## src/rtl/split_vec_loader.sv

```systemverilog
// Stream-to-vector loader for one split constraint: assembles NWORDS stream words into a
// wide held vector, samples the constraint result after EVAL_CYC cycles and keeps statistics.
module split_vec_loader #(
  parameter int VEC_W    = 1600,
  parameter int WORD_W   = 16,
  parameter int EVAL_CYC = 1
) (
  input  logic              clk,
  input  logic              rst,
  input  logic              in_valid,
  output logic              in_ready,
  input  logic [WORD_W-1:0] in_data,
  input  logic              in_last,
  output logic [VEC_W-1:0]  vec,
  output logic              vec_valid,
  input  logic              x_in,
  output logic              res_valid,
  input  logic              res_ready,
  output logic              res_sat,
  output logic              res_err,
  output logic [31:0]       sat_cnt,
  output logic [31:0]       unsat_cnt,
  output logic [15:0]       err_cnt,
  output logic [1:0]        state_dbg
);

  localparam int NWORDS = (VEC_W + WORD_W - 1) / WORD_W;
  localparam int IDX_W  = (NWORDS > 1) ? $clog2(NWORDS) : 1;
  localparam logic [IDX_W-1:0] LAST_IDX  = IDX_W'(NWORDS - 1);
  localparam logic [3:0]       EVAL_LAST = 4'(EVAL_CYC - 1);

  typedef enum logic [1:0] {FILL, DRAIN, EVAL, REPORT} state_t;

  state_t           state;
  logic [IDX_W-1:0] idx;
  logic [3:0]       cyc;
  logic             accept;
  logic [VEC_W-1:0] wr_mask;
  logic [VEC_W-1:0] wr_data;

  // Handshake: a stream word moves on a rising edge where in_valid && in_ready; a result
  // record moves where res_valid && res_ready. Both ready/valid are decodes of registered state.
  assign in_ready  = !rst && (state == FILL || state == DRAIN);
  assign res_valid = (state == REPORT);
  assign accept    = in_valid && in_ready;
  assign state_dbg = state;

  // Slot select for word idx; bits of the final word beyond VEC_W have no slot and fall away.
  always_comb begin
    wr_mask = '0;
    wr_data = '0;
    for (int b = 0; b < VEC_W; b++) begin
      wr_data[b] = in_data[b % WORD_W];
      if (IDX_W'(b / WORD_W) == idx) wr_mask[b] = 1'b1;
    end
  end

  always_ff @(posedge clk) begin
    if (rst) begin
      state     <= FILL;
      idx       <= '0;
      cyc       <= '0;
      vec       <= '0;
      vec_valid <= 1'b0;
      res_sat   <= 1'b0;
      res_err   <= 1'b0;
      sat_cnt   <= '0;
      unsat_cnt <= '0;
      err_cnt   <= '0;
    end else begin
      case (state)
        FILL: begin
          if (accept) begin
            vec <= (vec & ~wr_mask) | (wr_data & wr_mask);
            if (idx != LAST_IDX) begin
              if (in_last) begin
                state   <= REPORT;
                res_err <= 1'b1;
                res_sat <= 1'b0;
                idx     <= '0;
              end else begin
                idx <= idx + IDX_W'(1);
              end
            end else begin
              idx <= '0;
              if (in_last) begin
                state     <= EVAL;
                cyc       <= '0;
                vec_valid <= 1'b1;
              end else begin
                state <= DRAIN;
              end
            end
          end
        end
        DRAIN: begin
          if (accept && in_last) begin
            state   <= REPORT;
            res_err <= 1'b1;
            res_sat <= 1'b0;
          end
        end
        EVAL: begin
          cyc <= cyc + 4'd1;
          if (cyc == EVAL_LAST) begin
            res_sat <= x_in;
            res_err <= 1'b0;
            state   <= REPORT;
          end
        end
        REPORT: begin
          if (res_ready) begin
            if (res_err) begin
              if (err_cnt != '1) err_cnt <= err_cnt + 16'd1;
            end else if (res_sat) begin
              if (sat_cnt != '1) sat_cnt <= sat_cnt + 32'd1;
            end else begin
              if (unsat_cnt != '1) unsat_cnt <= unsat_cnt + 32'd1;
            end
            state     <= FILL;
            idx       <= '0;
            vec_valid <= 1'b0;
            res_err   <= 1'b0;
            res_sat   <= 1'b0;
          end
        end
        default: state <= FILL;
      endcase
    end
  end

endmodule

```

## config.mk

```make
export PLATFORM = sky130hd
export DESIGN_NAME = split_vec_loader
export DESIGN_NICKNAME = d
export VERILOG_FILES = /design/src/rtl/split_vec_loader.sv
export SDC_FILE = /design/constraint.sdc
export NUM_CORES = 2
export LEC_CHECK = 0
export BUFFER_PORTS_ARGS = -buffer_cell sky130_fd_sc_hd__buf_2
export CAP_MARGIN = 30
export CORE_AREA = 2 2 668 670
export DETAILED_ROUTE_END_ITERATION = 8
export DIE_AREA = 0 0 670 672
export HOLD_SLACK_MARGIN = 0.08
export PLACE_DENSITY = 0.41
export SETUP_SLACK_MARGIN = 0.05
export SYNTH_ARGS = -nofsm -noshare
export SYNTH_HDL_FRONTEND = slang
export SYNTH_SLANG_ARGS = --single-unit
```

## constraint.sdc

```tcl
create_clock -name clk -period 2.3 [get_ports clk]
set_input_delay 0.115 -clock clk [delete_from_list [all_inputs] [get_ports clk]]
set_output_delay 0.115 -clock clk [all_outputs]
set_load 0.05 [all_outputs]
```

Yosys cells after proc, flatten, opt, wreduce, memory -nomap -nowiden

Cells that the tools add are included.

Output and inout bits: 1,687
Logic and storage cells: 287
Register bits after elaboration: 1,696

Equal/unequal tests: 114
Bitwise logic cells: 6
$add $sub $neg: 5
Multiplexer cells: 133
Reduce and logical (&&, ||, !) cells: 19

Operators by type and width:

| cell                    | number |
|---|---|
| $and A1600 B1600 Y1600  | 2 |
| $not A1600 Y1600        | 1 |
| $or A1600 B1600 Y1600   | 1 |
| $eq A7 B7 Y1 const A    | 36 |
| $eq A6 B7 Y1 const A    | 32 |
| $mux W1                 | 113 |
| $eq A5 B7 Y1 const A    | 16 |
| $add A32 B1 Y32 const B | 2 |
| $ne A32 B32 Y1 const B  | 2 |
| $eq A4 B7 Y1 const A    | 8 |
| $eq A3 B7 Y1 const A    | 4 |
| $mux W7                 | 4 |
| $reduce_and A5 Y1       | 4 |
| $add A16 B1 Y16 const B | 1 |
| $ne A16 B16 Y1 const B  | 1 |
| $eq A2 B7 Y1 const A    | 2 |
| $mux W2                 | 7 |
| $pmux W7 S2             | 1 |
| $mux W4                 | 3 |
| $ne A2 B2 Y1 const B    | 4 |
| $pmux W1 S4             | 2 |
| $pmux W2 S4             | 1 |
| $pmux W4 S2             | 1 |
| $reduce_and A4 Y1       | 2 |
| 20 further kinds        | 27 |

Longest topological paths before layout

Depth after elaboration: 7
Gate-level depth with buffers: 11

Least setup slack after synthesis

No wires, ideal clock.

Kind: register to register
Start point: reg state[1], in the netlist state_dbg[1]
End point: reg unsat_cnt[31]
Cell stages (with the launch flop): 7
Path buffers: 0
Path slack: -0.586 ns
Arrival time: 2.765 ns
Required time: 2.179 ns
Cell sequence: dfxtp_1 ha_1 and4bb_4 nand3_4 or4_1 nor3_1 mux2_2

Longest elaborated chain between the ends: 2

Ends and longest elaborated chain:

| what                        | line | RTL |
|---|---|---|
| from (decl)                 | 34   | `state_t state;` |
| from (signal assigned)      | 60   | `state <= FILL;` |
| from (signal assigned)      | 77   | `state <= REPORT;` |
| from (signal assigned)      | 87   | `state <= EVAL;` |
| $eq A2 B2 Y1                | --   |  |
| net res_valid               | 17   | `output logic res_valid,` |
| $reduce_and A5 Y1 (no line) | --   |  |
| to (signal assigned)        | 118  | `if (unsat_cnt != '1) unsat_cnt <= unsat_cnt + 32'd1;` |
| to (decl)                   | 22   | `output logic [31:0] unsat_cnt,` |

The timed path passes the listed nets, and every way through them passes these cells.
A chain may end at the register's enable or synchronous reset.

==> flow_summary_export.csv <==
group,metric,value,unit
run,drv_cap,0,
timing,hold_violations,0,
worst_setup_path,cp.required,3.16,ns
timing,finalSetupTns,0,ns
timing,setup_viol,0,
floorplanning,die_area,450000,sq um
synth,netlist_instances,7863,
floorplanning,die_h,672,um
cts,cts_root_buf,"clkbuf_16",
final_layout,syn_to_final_growth,46.8,%
cts,clock_path_buffers,4,
drt,met3WireLength,23200,um
drt,maxUsedRoutingLayer,"met4",
cts,h-tree-depth,4,
power,p_leak,34.6,nW
worst_setup_path,path_buf_inv,4,
timing,setup_ws,0.152,ns
timing,period_minus_slack,2.15,ns
worst_setup_path,path_depth,6,
min_path,whs_path_depth,4,
drt,drtIter0Drc,4144,
drt,wire_per_inst,23.8,um
floorplanning,fp.coreArea,444000,sq um
grt,grt_pass1_wl,502000,um
synth,synth.avg_cell_area,7.74,sq um
final_layout,drive_gt1_frac,0.277,
synth,synth_warnings,0,
grt,track_usage,0.158,
timing,timing.slew.headroom,0.290,
grt,gr-total-overflow,0,
drt,routed_wl,376000,um
timing,rsz0062_at_grt,"true",
min_path,hp-start,"in_data[13]",
worst_setup_path,worst_ep_arrival_time,3.01,ns
cts,clk_pin_slew,0.06,ns
grt,grt_max_degree,170,
final_layout,nets,9733,
cts,cts_sinks,1696,
placed_design,gp_congestion,0.808,
drt,drc,0,
worst_setup_path,path_max_fanout,10,
worst_setup_path,cpMaxStageDelayCell,"dlygate4sd3_1",
final_layout,final_common_cell,"nand2_1",
synth,syn_nets,7899,
drt,wl_met2,180000,um
worst_setup_path,reg2reg_depth,11,
floorplanning,rows,245,
worst_setup_path,crit_type,"in2reg",
synth,postSynth.asyncResetShare,0,
cts,clk_latency,0.98,ns
timing,whs,0.180,ns
drt,via_per_inst,3.87,
worst_setup_path,cp_cell_sequence,"dlygate4sd3_1 > dlygate4sd3_1 > buf_6 > dlygate4sd3_1 > nand2_1 > a21oi_1",
run_status,outcome,"complete, no violations",
cts,cts_tree,"built",
floorplanning,die_x,670,um
final_layout,final_cell_mix,"nand2_1 (3335), buf_2 (1690), dfxtp_1 (1668)",
drt,drtPass1Iterations,5,
worst_setup_path,start_kind,"input port",
drt,wl_met1,159000,um
power,irDropWorstVdd,0.648,mV
worst_setup_path,worst_setup_path_end_kind,"flip-flop",
placed_design,port_buffers,1708,
timing,fin_skew,0.132,ns
synth,synth_edf_count,0,
placed_design,hpwl,271000,um
worst_setup_path,r2r_start,"state_dbg[1]",
power,p_per_area,758,nW/um^2
drt,ant_nets,0,
floorplanning,initial_core_util,0.137,
cts,cts_buffers,208,
worst_setup_path,r2r_slack,0.16,ns
floorplanning,boundaryPins,1709,
drt,vias,61141,
synth,yosysSeqAreaShare,0.558,
timing,worst_pin_slew,1.06,ns
synth,synth_seq_cells,1696,
worst_setup_path,path_common_cell,"dlygate4sd3_1",
timing,period_share,0.934,
worst_setup_path,critical_path.top_delay_family,"buffers and inverters",
worst_setup_path,critPathMaxStageDelay,1.25,ns
worst_setup_path,critPathLaunch,"in_data[14]",
grt,grt_antenna_before_repair,42,
grt,first_global_vias,56651,
placed_design,pre_cts_ws,-0.153,ns
min_path,hold_path_class,"in2reg",
synth,synth_area,60900,sq um
timing,fmax,465,MHz
timing,finalMaxSlewViolations,0,
synth,ys_types,62,
synth,synth_ff_type,"dfxtp_1",
-- metrics by stage --
stage               power, mW  utilization  cells  instance area [sq um]
CTS                      68.8        0.201  15785                  89200
global placement         34.9        0.185  15379                  81800
finish                   67.7        0.201  15806                  89400
floorplan                32.0            -   7863                  60900
global route             70.1        0.201  15789                  89300
detailed placement       34.8        0.185  15379                  81800
-- power by group --
part,switching [mW],internal [mW],total [mW],leakage (nW)
Sequential,0.0665,29.5,29.6,13.7
Combinational,3.44,1.22,4.66,17.5
Clock,14.0,19.5,33.5,3.37
-- worst max path at each step --
stage,endpoint,slack [ns]
floorplan,unsat_cnt[31],0.04
global placement,flip-flop,-0.18
detailed placement,flip-flop,-0.15
CTS,flip-flop,-0.02
global route,flip-flop,0.05
finish,flip-flop,0.15
-- worst reg2reg max path: cells and delay by family (launching register included) --
family,cells,cell delay [ns]
DFF,1,0.34
and+or+nand+nor,4,0.74
buffers and inverters,5,0.68
adders and majority gates,1,0.17
AOI/OAI and AO/OA,1,0.13
-- layout make-up --
type,instances,area (sq um)
antenna,18,45.0
inverter,14,52.6
fill,49869,354000
multi-input combinational,5531,24700
sequential,1696,34000
timing repair buffer,2246,16300
clock inverter,57,704
clock buffer,316,6180
tap,5928,7420
-- cells in the mapped netlist (all sizes together), types with 22 or more instances --
cell type	count	area [sq um]
nand2	3352	12600
nand3	44	238
dfxtp	1696	34000
o21ai	26	130
a21oi	1641	8210
xnor2	33	289
nor2	178	901
or3	22	138
nor4	22	144
clkbuf	477	1790
buf	145	752
-- what timing repair did --
action | in CTS | in global routing
hold endpoints to repair | 1664 | 0
hold buffers | 30 | 0
gates cloned | 1 | 0
setup buffers | 2 | 3
gates resized for setup | 18 | 25
endpoints found under the setup margin | 314 | 267
pin swaps | 2 | 4
-- metal layers --
metal,vias up,global-route usage
met2,1974,0.270
met3,462,0.0357
met4,0,0.0554
met5,-,0
met1,29612,0.195
li1,29093,-
-- kinds of logic after synthesis --
| kind of cell | count (synthesis) | share of synthesized area |
|---|---|---|
| adder cells (fa/ha/maj) | 14 | 0.00288 |
| AO/OA/AOI/OAI | 1698 | 0.141 |
| AND/OR/NAND/NOR | 3763 | 0.247 |
| XOR/XNOR | 40 | 0.00576 |
| multiplexers | 16 | 0.00286 |
| flip-flops | 1696 | 0.558 |
| buffers and inverters | 636 | 0.0427 |
Note: power is estimated with default switching activity, not from simulation.
